$ cat src/rtl/mem_access_unit.sv
// Memory stage: drives a single-port data-cache handshake for RV32I loads/stores,
// aligns store lanes, extends load data and passes non-memory results to writeback.
module mem_access_unit #(
    parameter int unsigned ADDR_W = 32,
    parameter int unsigned DATA_W = 32
) (
    input  logic              clk,
    input  logic              rst_n,
    input  logic              in_valid,
    output logic              in_ready,
    input  logic              in_is_load,
    input  logic              in_is_store,
    input  logic [2:0]        in_funct3,
    input  logic [DATA_W-1:0] in_alu_out,
    input  logic [DATA_W-1:0] in_store_data,
    input  logic [4:0]        in_rd,
    output logic              dmem_read,
    output logic              dmem_write,
    output logic [ADDR_W-1:0] dmem_address,
    output logic [DATA_W-1:0] dmem_wdata,
    output logic [3:0]        dmem_mbe,
    input  logic              dmem_resp,
    input  logic [DATA_W-1:0] dmem_rdata,
    output logic              out_valid,
    input  logic              out_ready,
    output logic [DATA_W-1:0] out_data,
    output logic [4:0]        out_rd,
    output logic              out_we,
    output logic              out_misaligned
);

    typedef enum logic [1:0] {IDLE, REQ, DONE} state_t;

    state_t            state, state_n;
    logic              dmem_read_n, dmem_write_n;
    logic [ADDR_W-1:0] dmem_address_n;
    logic [DATA_W-1:0] dmem_wdata_n;
    logic [3:0]        dmem_mbe_n;
    logic              out_valid_n, out_we_n, out_misaligned_n;
    logic [DATA_W-1:0] out_data_n;
    logic [4:0]        out_rd_n;

    // Context of the in-flight memory op, used to finish it on dmem_resp
    logic              op_load, op_load_n;
    logic [2:0]        op_funct3, op_funct3_n;
    logic [1:0]        op_off, op_off_n;
    logic [4:0]        op_rd, op_rd_n;

    logic              accept, is_mem, misaligned;
    logic [1:0]        off;
    logic [DATA_W-1:0] shifted, load_ext;

    assign in_ready   = (state == IDLE) || ((state == DONE) && out_ready);
    assign accept     = in_valid && in_ready;
    assign is_mem     = in_is_load || in_is_store;
    assign off        = in_alu_out[1:0];
    // funct3[1:0]: 00 byte, 01 half, anything else is handled as a word
    assign misaligned = (in_funct3[1:0] == 2'b01) ? off[0] :
                        (in_funct3[1:0] == 2'b00) ? 1'b0 : (off != 2'b00);

    // Lane select and sign/zero extension of the returned word
    always_comb begin
        shifted = dmem_rdata >> {op_off, 3'b000};
        case (op_funct3[1:0])
            2'b00:   load_ext = op_funct3[2] ? {24'd0, shifted[7:0]}
                                             : {{24{shifted[7]}}, shifted[7:0]};
            2'b01:   load_ext = op_funct3[2] ? {16'd0, shifted[15:0]}
                                             : {{16{shifted[15]}}, shifted[15:0]};
            default: load_ext = dmem_rdata;
        endcase
    end

    always_comb begin
        state_n          = state;
        dmem_read_n      = dmem_read;
        dmem_write_n     = dmem_write;
        dmem_address_n   = dmem_address;
        dmem_wdata_n     = dmem_wdata;
        dmem_mbe_n       = dmem_mbe;
        out_valid_n      = out_valid;
        out_data_n       = out_data;
        out_rd_n         = out_rd;
        out_we_n         = out_we;
        out_misaligned_n = out_misaligned;
        op_load_n        = op_load;
        op_funct3_n      = op_funct3;
        op_off_n         = op_off;
        op_rd_n          = op_rd;

        case (state)
            REQ: begin
                if (dmem_resp) begin
                    state_n      = DONE;
                    dmem_read_n  = 1'b0;
                    dmem_write_n = 1'b0;
                    out_valid_n  = 1'b1;
                    out_data_n   = op_load ? load_ext : '0;
                    out_rd_n     = op_load ? op_rd : 5'd0;
                    out_we_n     = op_load && (op_rd != 5'd0);
                end
            end
            DONE: begin
                if (out_ready) begin
                    state_n     = IDLE;
                    out_valid_n = 1'b0;
                end
            end
            default: ;
        endcase

        // A new op from IDLE, or back-to-back from DONE, overrides the above
        if (accept) begin
            out_valid_n      = 1'b0;
            out_misaligned_n = 1'b0;
            dmem_read_n      = 1'b0;
            dmem_write_n     = 1'b0;
            if (!is_mem) begin
                state_n     = DONE;
                out_valid_n = 1'b1;
                out_data_n  = in_alu_out;
                out_rd_n    = in_rd;
                out_we_n    = (in_rd != 5'd0);
            end else if (misaligned) begin
                state_n          = DONE;
                out_valid_n      = 1'b1;
                out_misaligned_n = 1'b1;
                out_data_n       = '0;
                out_rd_n         = in_is_store ? 5'd0 : in_rd;
                out_we_n         = 1'b0;
            end else begin
                state_n        = REQ;
                dmem_read_n    = in_is_load;
                dmem_write_n   = in_is_store;
                dmem_address_n = ADDR_W'(in_alu_out) & ~ADDR_W'(3);
                out_we_n       = 1'b0;
                op_load_n      = in_is_load;
                op_funct3_n    = in_funct3;
                op_off_n       = off;
                op_rd_n        = in_rd;
                if (in_is_load) begin
                    dmem_mbe_n   = 4'b1111;
                    dmem_wdata_n = in_store_data;
                end else begin
                    case (in_funct3[1:0])
                        2'b00: begin
                            dmem_mbe_n   = 4'b0001 << off;
                            dmem_wdata_n = {4{in_store_data[7:0]}};
                        end
                        2'b01: begin
                            dmem_mbe_n   = 4'b0011 << off;
                            dmem_wdata_n = {2{in_store_data[15:0]}};
                        end
                        default: begin
                            dmem_mbe_n   = 4'b1111;
                            dmem_wdata_n = in_store_data;
                        end
                    endcase
                end
            end
        end
    end

    always_ff @(posedge clk or negedge rst_n) begin
        if (!rst_n) begin
            state          <= IDLE;
            dmem_read      <= 1'b0;
            dmem_write     <= 1'b0;
            dmem_address   <= '0;
            dmem_wdata     <= '0;
            dmem_mbe       <= 4'b0000;
            out_valid      <= 1'b0;
            out_data       <= '0;
            out_rd         <= 5'd0;
            out_we         <= 1'b0;
            out_misaligned <= 1'b0;
            op_load        <= 1'b0;
            op_funct3      <= 3'd0;
            op_off         <= 2'd0;
            op_rd          <= 5'd0;
        end else begin
            state          <= state_n;
            dmem_read      <= dmem_read_n;
            dmem_write     <= dmem_write_n;
            dmem_address   <= dmem_address_n;
            dmem_wdata     <= dmem_wdata_n;
            dmem_mbe       <= dmem_mbe_n;
            out_valid      <= out_valid_n;
            out_data       <= out_data_n;
            out_rd         <= out_rd_n;
            out_we         <= out_we_n;
            out_misaligned <= out_misaligned_n;
            op_load        <= op_load_n;
            op_funct3      <= op_funct3_n;
            op_off         <= op_off_n;
            op_rd          <= op_rd_n;
        end
    end

endmodule

$ cat config.mk
export PLATFORM = sky130hd
export DESIGN_NAME = mem_access_unit
export DESIGN_NICKNAME = d
export VERILOG_FILES = /design/src/rtl/mem_access_unit.sv
export SDC_FILE = /design/constraint.sdc
export NUM_CORES = 1
export LEC_CHECK = 0
export CAP_MARGIN = 20
export CORE_MARGIN = 2
export CORE_UTILIZATION = 48
export CTS_CLUSTER_DIAMETER = 100
export DETAILED_ROUTE_END_ITERATION = 12
export PLACE_DENSITY = 0.95
export SLEW_MARGIN = 20
export SYNTH_ARGS = -nofsm -noshare
export SYNTH_HDL_FRONTEND = slang
export SYNTH_SLANG_ARGS = --single-unit
$ cat constraint.sdc
create_clock -name clk -period 4.2 [get_ports clk]
set_clock_uncertainty 0.2 [all_clocks]
set_input_delay 0.63 -clock clk [delete_from_list [all_inputs] [get_ports clk]]
set_output_delay 0.63 -clock clk [all_outputs]
set_load 0.05 [all_outputs]
Word level (Yosys, flattened, before mapping)
Cells that the tools add are included.
Operators by class
  bitwise logic cells: 1
  add/subtract/negate cells: 0
  multiply operators: 0
  shift operators: 3
  divide/modulo/power cells: 0
  equal/unequal tests: 6
  magnitude comparators: 0
  muxes and demuxes: 47
  reduce and logical (&&, ||, !) cells: 17
Operator list (number)
  $mux W32: 9
  $pmux W32 S2: 2
  $mux W5: 7
  $shr A32 B5 Y16: 1
  $mux W1: 20
  $mux W2: 5
  $reduce_bool A5 Y1: 2
  $pmux W4 S2: 1
  $eq A2 B1 Y1 const B: 3
  $logic_not A2 Y1: 3
  $ne A3 B3 Y1 const B: 2
  $reduce_and A3 Y1: 2
  $reduce_bool A2 Y1: 3
  $mux W4: 1
  $pmux W2 S2: 1
  $shl A1 B2 Y4 const A: 1
  $shl A2 B2 Y4 const A: 1
  $logic_and A1 B1 Y1: 3
  $reduce_bool A3 Y1: 1
  $eq A2 B2 Y1 const B: 1
  $logic_or A1 B1 Y1: 2
  $pmux W1 S2: 1
  $reduce_and A2 Y1: 1
  $not A1 Y1: 1
Storage, ports and cells
  RAM bits: 0
  memory bits (read-only): 0
  bits of input ports: 111
  flip-flop bits (word level): 121
  memories kept: 0
  output and inout bits: 111
  bits in latches: 0
  word-level logic and storage cells: 89

Depth between registers and ports, before layout
  depth in word-level cells: 9
  gate-level depth with buffers: 8
  depth with buffers taken out: 5

Least setup slack after synthesis
No wires, ideal clock.
  path kind: reg2out
  start: reg out_valid (netlist name)
  end: out in_ready
  slack: 1.919 ns
  path buffers: 0
  cell stages (with the launch flop): 2
  arrival: 1.451 ns
  cells stage by stage: dfrtp_1 > a21oi_1
RTL lines
  end, declared: RTL line 10  | output logic in_ready,

Worst setup path in the final report
  start: in out_ready
  end: out in_ready
Between the ends
  word-level cells in the longest chain between the ends: 2
Ends and longest elaborated chain
  start, declared: RTL line 25  | input logic out_ready,
  $logic_and A1 B1 Y1: RTL line 53  | assign in_ready = (state == IDLE) || ((state == DONE) && out_ready);
  $logic_or A1 B1 Y1: RTL line 53
Every way passes these cells.

==> metrics.csv <==
stage,metric,value,unit
pwr,ir_worst_vdd,0.585,mV
global_route,first_global_vias,5463,
logic_synthesis,yosys.area_share.simple,24.9,%
worst_setup_path,critical_path_class,primary input to output port,
global_route,grt_antenna_before_repair,0,
timing,report.final.hold_viol_count,0,
logic_synthesis,synth-main-ff-cell,sky130_fd_sc_hd__dfrtp_1,
logic_synthesis,fraction_of_synthesis_flops_using_an_asynchronous_set_or_reset_pin,100,%
logic_synthesis,synth-adder-area-share,0,%
timing,slew_limit_headroom,38.2,%
worst_setup_path,reg2reg_slack,1.46,ns
die,die_x,114,µm
logic_synthesis,post_synth_inst_count,635,
global_route,grt_max_degree,69,
die,placementRows,40,
global_route,grt_util_all_layers,29.2,%
worst_setup_path,worst_reg2reg_path_length_in_cells,5,
finish,stdcell_count,999,
detailed_routing,drt_pass1_iterations,6,
logic_synthesis,yosys.area_share.xor_xnor,0,%
finish,n_fill_cell,808,
clocking,clock_sink_count,120,
logic_synthesis,combinational_family_with_the_most_area_after_synthesis,simple AND/OR/NAND/NOR gates,
logic_synthesis,ys_ff_latch,120,
status,run_status,"complete, no violations",
die,design.portCount,222,
clocking,hold_buffers,0,
place,gp_congestion,0.869,
detailed_routing,detailroute.via_count,5656,
die,start_util,48.6,%
pwr,static-leakage-power,3.91,nW
die,floorplan.core_area,0.0119,mm²
detailed_routing,route.detailed.wl_per_inst,18.6,µm
detailed_routing,vias_per_cell,5.66,
timing,finalSetupTns,0,ns
detailed_routing,drtIter0Drc,509,
clocking,worst_setup_hold_path_clk_slew,0.06,ns
clocking,root_buffer,sky130_fd_sc_hd__clkbuf_16,
global_route,grt_first_pass_wirelength,29000,µm
timing,period_share,70.3,%
clocking,worstSkewPairLatency,0.41,ns
place,placedCellCount,968,
place,place.port_buffers,219,
clocking,number_of_levels_the_h_tree_was_split_into,4,
logic_synthesis,mappedNetlistArea,0.00576,mm²
place,place_hpwl,12700,µm
timing,final_setup_violations,0,
timing,fin_crit,2.95,ns
die,die-height,114,µm
pwr,pwr_density_cell,877,mW/mm²
finish,post_route_cells_drive_above_1_share,7.39,%
clocking,cts_tree,done,
worst_setup_path,worstPathRequired,3.37,ns
logic_synthesis,seq_area_frac_synth,52.1,%
detailed_routing,drt-total-wl,18600,µm
finish,p_r_area_growth_vs_syn,50.0,%
global_route,grt_overflow_total,0,
logic_synthesis,synthesis.area_per_instance,9.08,µm²
logic_synthesis,syn_warnings,0,
clocking,post_cts_resize_count,0,
finish,layout_commonest_cell,sky130_fd_sc_hd__clkdlybuf4s50_1,
detailed_routing,post-route-drc-count,0,
timing,worst_pin_slew,0.920,ns
logic_synthesis,synthesized_area_fraction_occupied_by_ao_oa_aoi_and_oai_cells,14.8,%
timing,rsz0062_at_grt,false,
finish,antenna-diode-count,0,
worst_hold_path,hold_path.class,primary input to asynchronous set/reset pin,
run,drv.max_cap_violation_count,0,
logic_synthesis,synth-edff-count,0,
logic_synthesis,synth_mux_area_share,3.82,%
finish,final_net_count,951,
die,die-area,0.0129,mm²
finish,mostFrequentLayoutCells,"sky130_fd_sc_hd__clkdlybuf4s50_1, sky130_fd_sc_hd__nand2_1, sky130_fd_sc_hd__dfrtp_1",
worst_setup_path,worst_setup_path_end_kind,output port,
worst_setup_path,arrival_time_at_the_worst_endpoint,2.12,ns
worst_setup_path,worst_setup_path_start_kind,primary input,
timing,timing.final.max_slew_violations,0,
logic_synthesis,synth.lib_cells_used.distinct,42,
clocking,cts_post_setup_buffers_inserted,0,
finish,finalCoreUtilization,72.9,%
detailed_routing,detail-route-antenna-nets,0,
worst_setup_path,critical_path.max_fanout,3,
clocking,cts_inserted_buffers,17,
timing,max_clock_freq,339,MHz
clocking,max-clock-path-buffers,2,
## per-layer routing
layer / up-vias / track usage [%] / share of wire, %
li1: 2586 / - / -
met1: 2702 / 35.8 / 38
met2: 311 / 48.1 / 50
met3: 57 / 9.03 / 8.6
met4: 0 / 12.6 / 3.6
met5: - / 0 / 0
## per-stage QoR
| stage | power, mW | hold slack, ns | cell area, µm² | worst slack, ns |
|---|---|---|---|---|
| 2_1_floorplan | 4.63 | 0.134 | 5770 | 1.92 |
| 3_3_place_gp | 5.97 | 0.256 | 8050 | 1.02 |
| 3_5_place_dp | 6.06 | 0.261 | 8050 | 0.946 |
| 4_1_cts | 7.59 | 0.102 | 8650 | 1.24 |
| 5_1_grt | 7.91 | 0.128 | 8650 | 1.15 |
| 6_report | 7.58 | 0.0768 | 8650 | 1.25 |
## final timing paths
kind	startpoint	to
min in group clk	dmem_address[24]$_DFFE_PN0P_	dmem_address[24]$_DFFE_PN0P_
hold / removal	rst_n	out_data[11]$_DFF_PN0_
setup / recovery	out_ready	in_ready
max in group asynchronous	rst_n	out_valid$_DFFE_PN0P_
hold reg to reg	dmem_address[24]$_DFFE_PN0P_	dmem_address[24]$_DFFE_PN0P_
setup reg to reg	op_off[1]$_DFFE_PN0P_	out_data[30]$_DFF_PN0_
## sequential cells by signal (all words and copies together), names as in the netlist, 2 cells and up
signal,cells
dmem_address,30
dmem_mbe,4
dmem_wdata,32
op_funct3,3
op_off,2
op_rd,5
out_data,32
out_rd,5
## critical path, stage by stage
cell and delay, ns:
sky130_fd_sc_hd__clkdlybuf4s50_1 0.50, sky130_fd_sc_hd__inv_1 0.05, sky130_fd_sc_hd__a21oi_1 0.13, sky130_fd_sc_hd__clkdlybuf4s50_1 0.81
## cells in the mapped netlist, types with 3 or more instances
master | instances | share of area [%]
sky130_fd_sc_hd__and3_1 | 6 | 0.65
sky130_fd_sc_hd__a221oi_1 | 8 | 1.2
sky130_fd_sc_hd__clkbuf_1 | 21 | 1.4
sky130_fd_sc_hd__a221o_1 | 32 | 5.6
sky130_fd_sc_hd__nor2b_1 | 3 | 0.33
sky130_fd_sc_hd__dfrtp_1 | 120 | 52
sky130_fd_sc_hd__inv_1 | 12 | 0.78
sky130_fd_sc_hd__and2_1 | 25 | 2.7
sky130_fd_sc_hd__buf_1 | 6 | 0.39
sky130_fd_sc_hd__o21ai_0 | 23 | 2.0
sky130_fd_sc_hd__mux2_2 | 8 | 1.6
sky130_fd_sc_hd__buf_2 | 12 | 1.0
sky130_fd_sc_hd__nand3_1 | 30 | 2.6
sky130_fd_sc_hd__nand3b_1 | 3 | 0.39
sky130_fd_sc_hd__nor3_1 | 4 | 0.35
sky130_fd_sc_hd__nand2_1 | 199 | 13
sky130_fd_sc_hd__mux2i_1 | 13 | 2.3
sky130_fd_sc_hd__nor2_1 | 36 | 2.3
sky130_fd_sc_hd__nand2b_1 | 17 | 1.8
sky130_fd_sc_hd__a31oi_1 | 11 | 1.2
sky130_fd_sc_hd__a21oi_1 | 15 | 1.3
sky130_fd_sc_hd__o221a_2 | 8 | 1.6
## final cells by class
class | instances | area (µm²) | area share (%)
clock inverters | 8 | 120 | 1.39
inverters | 12 | 45.0 | 0.521
multi-input cells | 460 | 2530 | 29.2
clock buffers | 23 | 478 | 5.53
flip-flops and latches | 120 | 3000 | 34.7
repair buffers | 229 | 2290 | 26.5
well taps | 147 | 184 | 2.13
## power by group
group / leakage, nW / total [mW] / internal (mW) / switching, mW
logic: 2.11 / 3.99 / 1.34 / 2.64
registers: 1.50 / 2.11 / 1.69 / 0.422
clock network: 0.289 / 1.48 / 0.973 / 0.511
total: 3.91 / 7.58 / 4.00 / 3.58
## cells by family (layout without fill, tap and decap cells)
| logic type | after synthesis | in the layout |
|---|---|---|
| buffers and inverters | 56 | 272 |
| muxes | 21 | 21 |
| AOI/OAI and AO/OA | 108 | 108 |
| other | 1 | 2 |
| DFF | 120 | 120 |
| and+or+nand+nor | 329 | 329 |
(Power assumes the default switching activity.)
